$ cat config.mk
export PLATFORM = sky130hd
export DESIGN_NAME = mux8_rr_arbiter
export DESIGN_NICKNAME = d
export VERILOG_FILES = /design/src/rtl/mux8_rr_arbiter.sv
export SDC_FILE = /design/constraint.sdc
export NUM_CORES = 1
export LEC_CHECK = 0
export ABC_AREA = 1
export ABC_CLOCK_PERIOD_IN_PS = 2200
export CAP_MARGIN = 20
export CELL_PAD_IN_SITES_DETAIL_PLACEMENT = 0
export CELL_PAD_IN_SITES_GLOBAL_PLACEMENT = 1
export CORE_MARGIN = 4
export CORE_UTILIZATION = 33
export CTS_CLUSTER_DIAMETER = 30
export CTS_CLUSTER_SIZE = 8
export DETAILED_ROUTE_END_ITERATION = 8
export PLACE_DENSITY_LB_ADDON = 0.08
export SYNTH_ARGS = -nofsm -noshare
export SYNTH_HDL_FRONTEND = slang
export SYNTH_SLANG_ARGS = --single-unit
$ cat constraint.sdc
create_clock -name clk -period 2.2 [get_ports clk]
set_clock_uncertainty 0.05 [all_clocks]
set_input_delay 0.44 -clock clk [delete_from_list [all_inputs] [get_ports clk]]
set_output_delay 0.44 -clock clk [all_outputs]
set_load 0.005 [all_outputs]
$ cat src/rtl/mux8_rr_arbiter.sv
// mux8_rr_arbiter: round-robin arbiter owning a shared 8:1 single-bit mux.
// A requester keeps the grant while its req stays high.
// Releasing the grant costs one IDLE cycle.
// The search pointer then restarts just past the released owner.
// Optional build macro LOCK_TIMEOUT_EN adds a hold counter that force-revokes
// a grant after TIMEOUT cycles and pulses tmo. Without it, tmo is tied low.
module mux8_rr_arbiter #(
    parameter int TIMEOUT = 16
) (
    input  logic       clk,
    input  logic       rst,
    input  logic [7:0] req,
    input  logic [7:0] din,
    output logic [7:0] gnt,
    output logic [2:0] sel,
    output logic       dout,
    output logic       busy,
    output logic       tmo
);

    typedef enum logic {
        IDLE  = 1'b0,
        GRANT = 1'b1
    } state_t;

    state_t     state_r;
    state_t     state_nxt_s;
    logic [7:0] gnt_r;
    logic [7:0] gnt_nxt_s;
    logic [2:0] sel_r;
    logic [2:0] sel_nxt_s;
    logic [2:0] ptr_r;
    logic [2:0] ptr_nxt_s;
    logic       busy_r;
    logic       busy_nxt_s;
    logic       any_req_s;
    logic       owner_req_s;
    logic       expire_s;
    logic [2:0] pick_s;

    // First set request bit when scanning ptr, ptr+1, ... ptr+7 (mod 8).
    function automatic logic [2:0] rr_pick(input logic [7:0] r, input logic [2:0] p);
        logic [2:0] idx;
        logic       found;
        rr_pick = p;
        found   = 1'b0;
        for (int i = 0; i < 8; i++) begin
            idx = p + 3'(i);
            if (!found && r[idx]) begin
                rr_pick = idx;
                found   = 1'b1;
            end
        end
    endfunction

    assign any_req_s   = |req;
    assign owner_req_s = req[sel_r];
    assign pick_s      = rr_pick(req, ptr_r);

`ifdef LOCK_TIMEOUT_EN
    localparam logic [7:0] HOLD_LAST = 8'(TIMEOUT - 1);

    logic [7:0] hold_cnt_r;
    logic [7:0] hold_cnt_nxt_s;
    logic       tmo_r;

    // Grant has been held for TIMEOUT cycles and the owner still wants it.
    assign expire_s = (state_r == GRANT) && owner_req_s && (hold_cnt_r == HOLD_LAST);

    // Hold counter counts consecutive GRANT cycles, zero otherwise.
    always_comb begin
        hold_cnt_nxt_s = 8'd0;
        if ((state_r == GRANT) && (state_nxt_s == GRANT)) begin
            hold_cnt_nxt_s = hold_cnt_r + 8'd1;
        end else begin
            hold_cnt_nxt_s = 8'd0;
        end
    end

    // Hold counter and one-cycle revoke pulse registers.
    always_ff @(posedge clk or posedge rst) begin
        if (rst) begin
            hold_cnt_r <= 8'd0;
            tmo_r      <= 1'b0;
        end else begin
            hold_cnt_r <= hold_cnt_nxt_s;
            tmo_r      <= expire_s;
        end
    end

    assign tmo = tmo_r;
`else
    assign expire_s = 1'b0;
    assign tmo      = 1'b0;
`endif

    // State and registered output storage.
    always_ff @(posedge clk or posedge rst) begin
        if (rst) begin
            state_r <= IDLE;
            gnt_r   <= 8'd0;
            sel_r   <= 3'd0;
            ptr_r   <= 3'd0;
            busy_r  <= 1'b0;
        end else begin
            state_r <= state_nxt_s;
            gnt_r   <= gnt_nxt_s;
            sel_r   <= sel_nxt_s;
            ptr_r   <= ptr_nxt_s;
            busy_r  <= busy_nxt_s;
        end
    end

    // Next-state: grant on any request, release when owner drops or times out.
    always_comb begin
        state_nxt_s = state_r;
        case (state_r)
            IDLE: begin
                if (any_req_s) begin
                    state_nxt_s = GRANT;
                end else begin
                    state_nxt_s = IDLE;
                end
            end
            GRANT: begin
                if (!owner_req_s || expire_s) begin
                    state_nxt_s = IDLE;
                end else begin
                    state_nxt_s = GRANT;
                end
            end
            default: state_nxt_s = IDLE;
        endcase
    end

    // Next values of the registered outputs and the priority pointer.
    always_comb begin
        gnt_nxt_s  = gnt_r;
        sel_nxt_s  = sel_r;
        ptr_nxt_s  = ptr_r;
        busy_nxt_s = busy_r;
        case (state_r)
            IDLE: begin
                if (any_req_s) begin
                    gnt_nxt_s  = 8'd1 << pick_s;
                    sel_nxt_s  = pick_s;
                    busy_nxt_s = 1'b1;
                end else begin
                    gnt_nxt_s  = 8'd0;
                    busy_nxt_s = 1'b0;
                end
            end
            GRANT: begin
                if (!owner_req_s || expire_s) begin
                    gnt_nxt_s  = 8'd0;
                    busy_nxt_s = 1'b0;
                    ptr_nxt_s  = sel_r + 3'd1;
                end else begin
                    gnt_nxt_s  = gnt_r;
                    busy_nxt_s = 1'b1;
                end
            end
            default: begin
                gnt_nxt_s  = 8'd0;
                busy_nxt_s = 1'b0;
            end
        endcase
    end

    assign gnt  = gnt_r;
    assign sel  = sel_r;
    assign busy = busy_r;
    assign dout = busy_r ? din[sel_r] : 1'b0;

endmodule

==> results.yml <==
timing:
  relSlewSlack_pct: 63.0
  report.final.slew_viol_count: 0
  grt_setup_unrepaired: "yes"
  layout_setup_ws_ns: -0.106
  count_of_endpoints_failing_hold_in_the_final_timing_report: 0
  setup_viol_count_final: 11
  fin_crit_sh_pct: 105
  finalWorstPathRequiredPeriod_ns: 2.31
  max_slew.worst_pin.slew_ns: 0.555
  max_freq_ghz: 0.434
routing:
  wl_um: 4760
  vias: 1881
  detail_route.vias_per_cell: 4.68
  wl_per_cell_um: 11.8
  pre_repair_dr_iteration_count: 4
  drc_errors: 0
  first_iter_violations: 55
  postRouteAntennaNets: 0
finish:
  drive_above_1_share_pct: 33.4
  syn_to_final_growth_pct: 50.9
  n_antenna_cell: 0
  fillCellCount: 517
  fin_nets: 357
clock_network:
  cts_buffers: 3
  cts.htree.levels: 1
  clk_pin_slew_ns: 0.06
  cts_tree: "built"
  buffer_type_at_the_clock_tree_root: "clkbuf_8"
  post_cts_hold_buffer_count: 0
  clkSinkCount: 15
  clock_tree.buffer_depth: 2
  clock_latency_ns: 0.24
global_route:
  grt.total_usage_pct: 16.0
  grt_antenna_before_repair: 0
  global_route.usage.met2_pct: 27.7
  grt_first_pass_wirelength_um: 8150
  global_route.peak_usage_layer: "met2"
  via_count_of_the_first_global_routing_pass: 1791
  grt.overflow.total: 0
  use_met3_pct: 2.15
  pin_count_of_the_biggest_net_entering_global_routing: 16
  global_route.usage.met1_pct: 21.3
worst_setup_path:
  slowest_stage: "dfrtp_1"
  cp_data_required_time_ns: 2.33
  worstPathBufferInverterCount: 2
  worstPathMaxFanout: 6
  beginning_of_the_worst_register_to_register_path: "ptr_r[0]"
  r2r_cells: 14
  crit_chain: "inv_2 > ha_4 > nand3_2 > nand3_2 > nand2_4 > nor2_4 > nand4_4 > nor2_4 > nand3_4 > inv_4 > nand2_2 > a21oi_2 > nand4_1 > nand2_1"
  slowest_delay_ns: 0.41
  endpoint_kind: "register"
  cpLargestDelayFamily: "simple AND/OR/NAND/NOR gates"
  crit_path_start_kind: "register"
  crit_type: "reg -> reg"
  ff2ff_setup_slack_ns: -0.11
  timing.rr.end: "gnt[2]"
  cp.arrival_ns: 2.43
place:
  gp_congestion: 0.863
  hpwl_um: 4000
  port_buffers: 30
  post_place_setup_slack_ns: -0.419
logic_synthesis:
  post_synth_mux_area_share_pct: 0
  synth_seq_cells: 15
  postSynthNetCount: 281
  post_synth_most_frequent_cells: "nand2_1 (90), nand3_1 (36), nand2_2 (16), nor2_1 (16), dfrtp_1 (15)"
  postSynthCellCount: 260
  yosys-top-cells-area: "dfrtp_1 (22%), nand2_1 (20%), nand3_1 (11%)"
  synth_top_family_by_area: "simple AND/OR/NAND/NOR gates"
  synth_fa_ha_area_share_pct: 2.24
  syn_area_cell_sq_um: 6.44
  synth_enable_flop_cells: 0
  yosys.area_share.xor_xnor_pct: 1.49
  synth_async_sr_flop_share_pct: 100
  synth-warning-count: 0
  yosys.area.top_type: "dfrtp_1"
  synth_simple_gate_area_share_pct: 56.8
  seq_total_area_yosys_pct: 22.4
  ys.flop_type: "dfrtp_1"
  synth-compound-area-share_pct: 9.11
  synth.lib_cells_used.distinct: 35
  synth_top_area_share_pct: 22.4
  mappedNetlistArea_sq_um: 1680
  synth.most_common_cell: "nand2_1"
hold_path:
  hold_startpoint: "gnt[3]"
  hold-path-cell-count: 2
  holdPathEnd: "gnt[3]"
  min_path_type: "reg -> reg"
floorplanning:
  initial_utilization_pct: 34.8
  chipWidth_um: 79.3
  boundaryPins: 32
  design.die.area_sq_um: 6280
  rows: 25
  overall_die_height_um: 79.3
  coreArea_sq_um: 4820
status:
  run_status: "finished with violations"
  violations: "negative setup slack"
flow_run:
  timing.max_cap.violations: 0
[routing by layer]
metal  up-vias  wire, um
met3         4       147
met5         -         0
met4         0        57
li1       1012         -
met1       837      2280
met2        28      2270
[what timing repair did]
| item | in CTS | in global routing |
|---|---|---|
| pin swaps | 3 | 5 |
| setup endpoints to repair | 12 | 12 |
| gates resized for setup | 17 | 19 |
| buffers inserted | 4 | 1 |
[per-stage QoR]
stage                     TNS [ns]  area, sq um  utilization [%]  hold slack (ns)  std cells
after global placement       -4.40         2350             48.9            0.416        393
after detailed placement     -4.39         2350             48.9            0.415        393
after CTS                   -0.818         2460             51.0            0.433        401
after floorplan                  0         1700                -            0.291        260
final                       -0.907         2530             52.5            0.428        402
after global routing         -2.77         2530             52.5            0.455        402
[worst reg2reg max path: stages (launching register included)]
cell and delay (ns):
dfrtp_1 0.41, inv_2 0.08, ha_4 0.33, nand3_2 0.12
nand3_2 0.11, nand2_4 0.08, nor2_4 0.14, nand4_4 0.13
nor2_4 0.15, nand3_4 0.11, inv_4 0.09, nand2_2 0.09
a21oi_2 0.19, nand4_1 0.10, nand2_1 0.07
[final cells by class]
class	instances	area, sq um	area share [%]
flip-flops and latches	15	375	14.8
well taps	67	83.8	3.32
clock buffers	4	45.0	1.78
multi-input cells	217	1280	50.7
inverters	22	93.8	3.71
repair buffers	77	648	25.6
[cell families (layout without fill, tap and decap cells)]
kind of cell | Yosys count | after routing
adders and majority gates | 3 | 3
and+or+nand+nor | 185 | 185
xor gates and xnor gates | 2 | 2
other | 1 | 1
AOI/OAI and AO/OA | 26 | 26
buffers and inverters | 28 | 103
DFF | 15 | 15
[registers in the layout, summed over array words and instances, names as in the netlist]
register  flops
ptr_r         3
gnt           8
sel           3
busy          1
[worst max path at each step]
stage / startpoint / endpoint / cells after the start / slack, ns
6_report: ptr_r[0] / gnt[2] / 14 / -0.11
5_1_grt: ptr_r[0] / gnt[2] / 14 / -0.28
4_1_cts: ptr_r[0] / gnt[5] / 20 / -0.1
3_5_place_dp: req[0] / gnt[7] / 15 / -0.42
3_3_place_gp: req[0] / gnt[1] / 15 / -0.43
2_1_floorplan: ptr_r[0] / gnt[5] / 17 / 0.006
[cells in the final DEF (no fill, tap or decap), types with 5 or more instances in the layout]
| master | netlist | layout |
|---|---|---|
| nand3_2 | 10 | 9 |
| inv_2 | 7 | 6 |
| nand3_1 | 36 | 33 |
| nand2_2 | 16 | 17 |
| inv_1 | 14 | 12 |
| buf_4 | 2 | 46 |
| nand4_1 | 5 | 5 |
| dfrtp_1 | 15 | 15 |
| nand2_4 | 2 | 6 |
| nor2_1 | 16 | 15 |
| o21ai_0 | 14 | 12 |
| clkdlybuf4s50_1 | 0 | 23 |
| nand3_4 | 1 | 5 |
| nand2_1 | 90 | 85 |
| dlygate4sd2_1 | 0 | 5 |
Power is not shown: default switching activity piles up to over one toggle a cycle in this logic, so the estimate is an artifact.
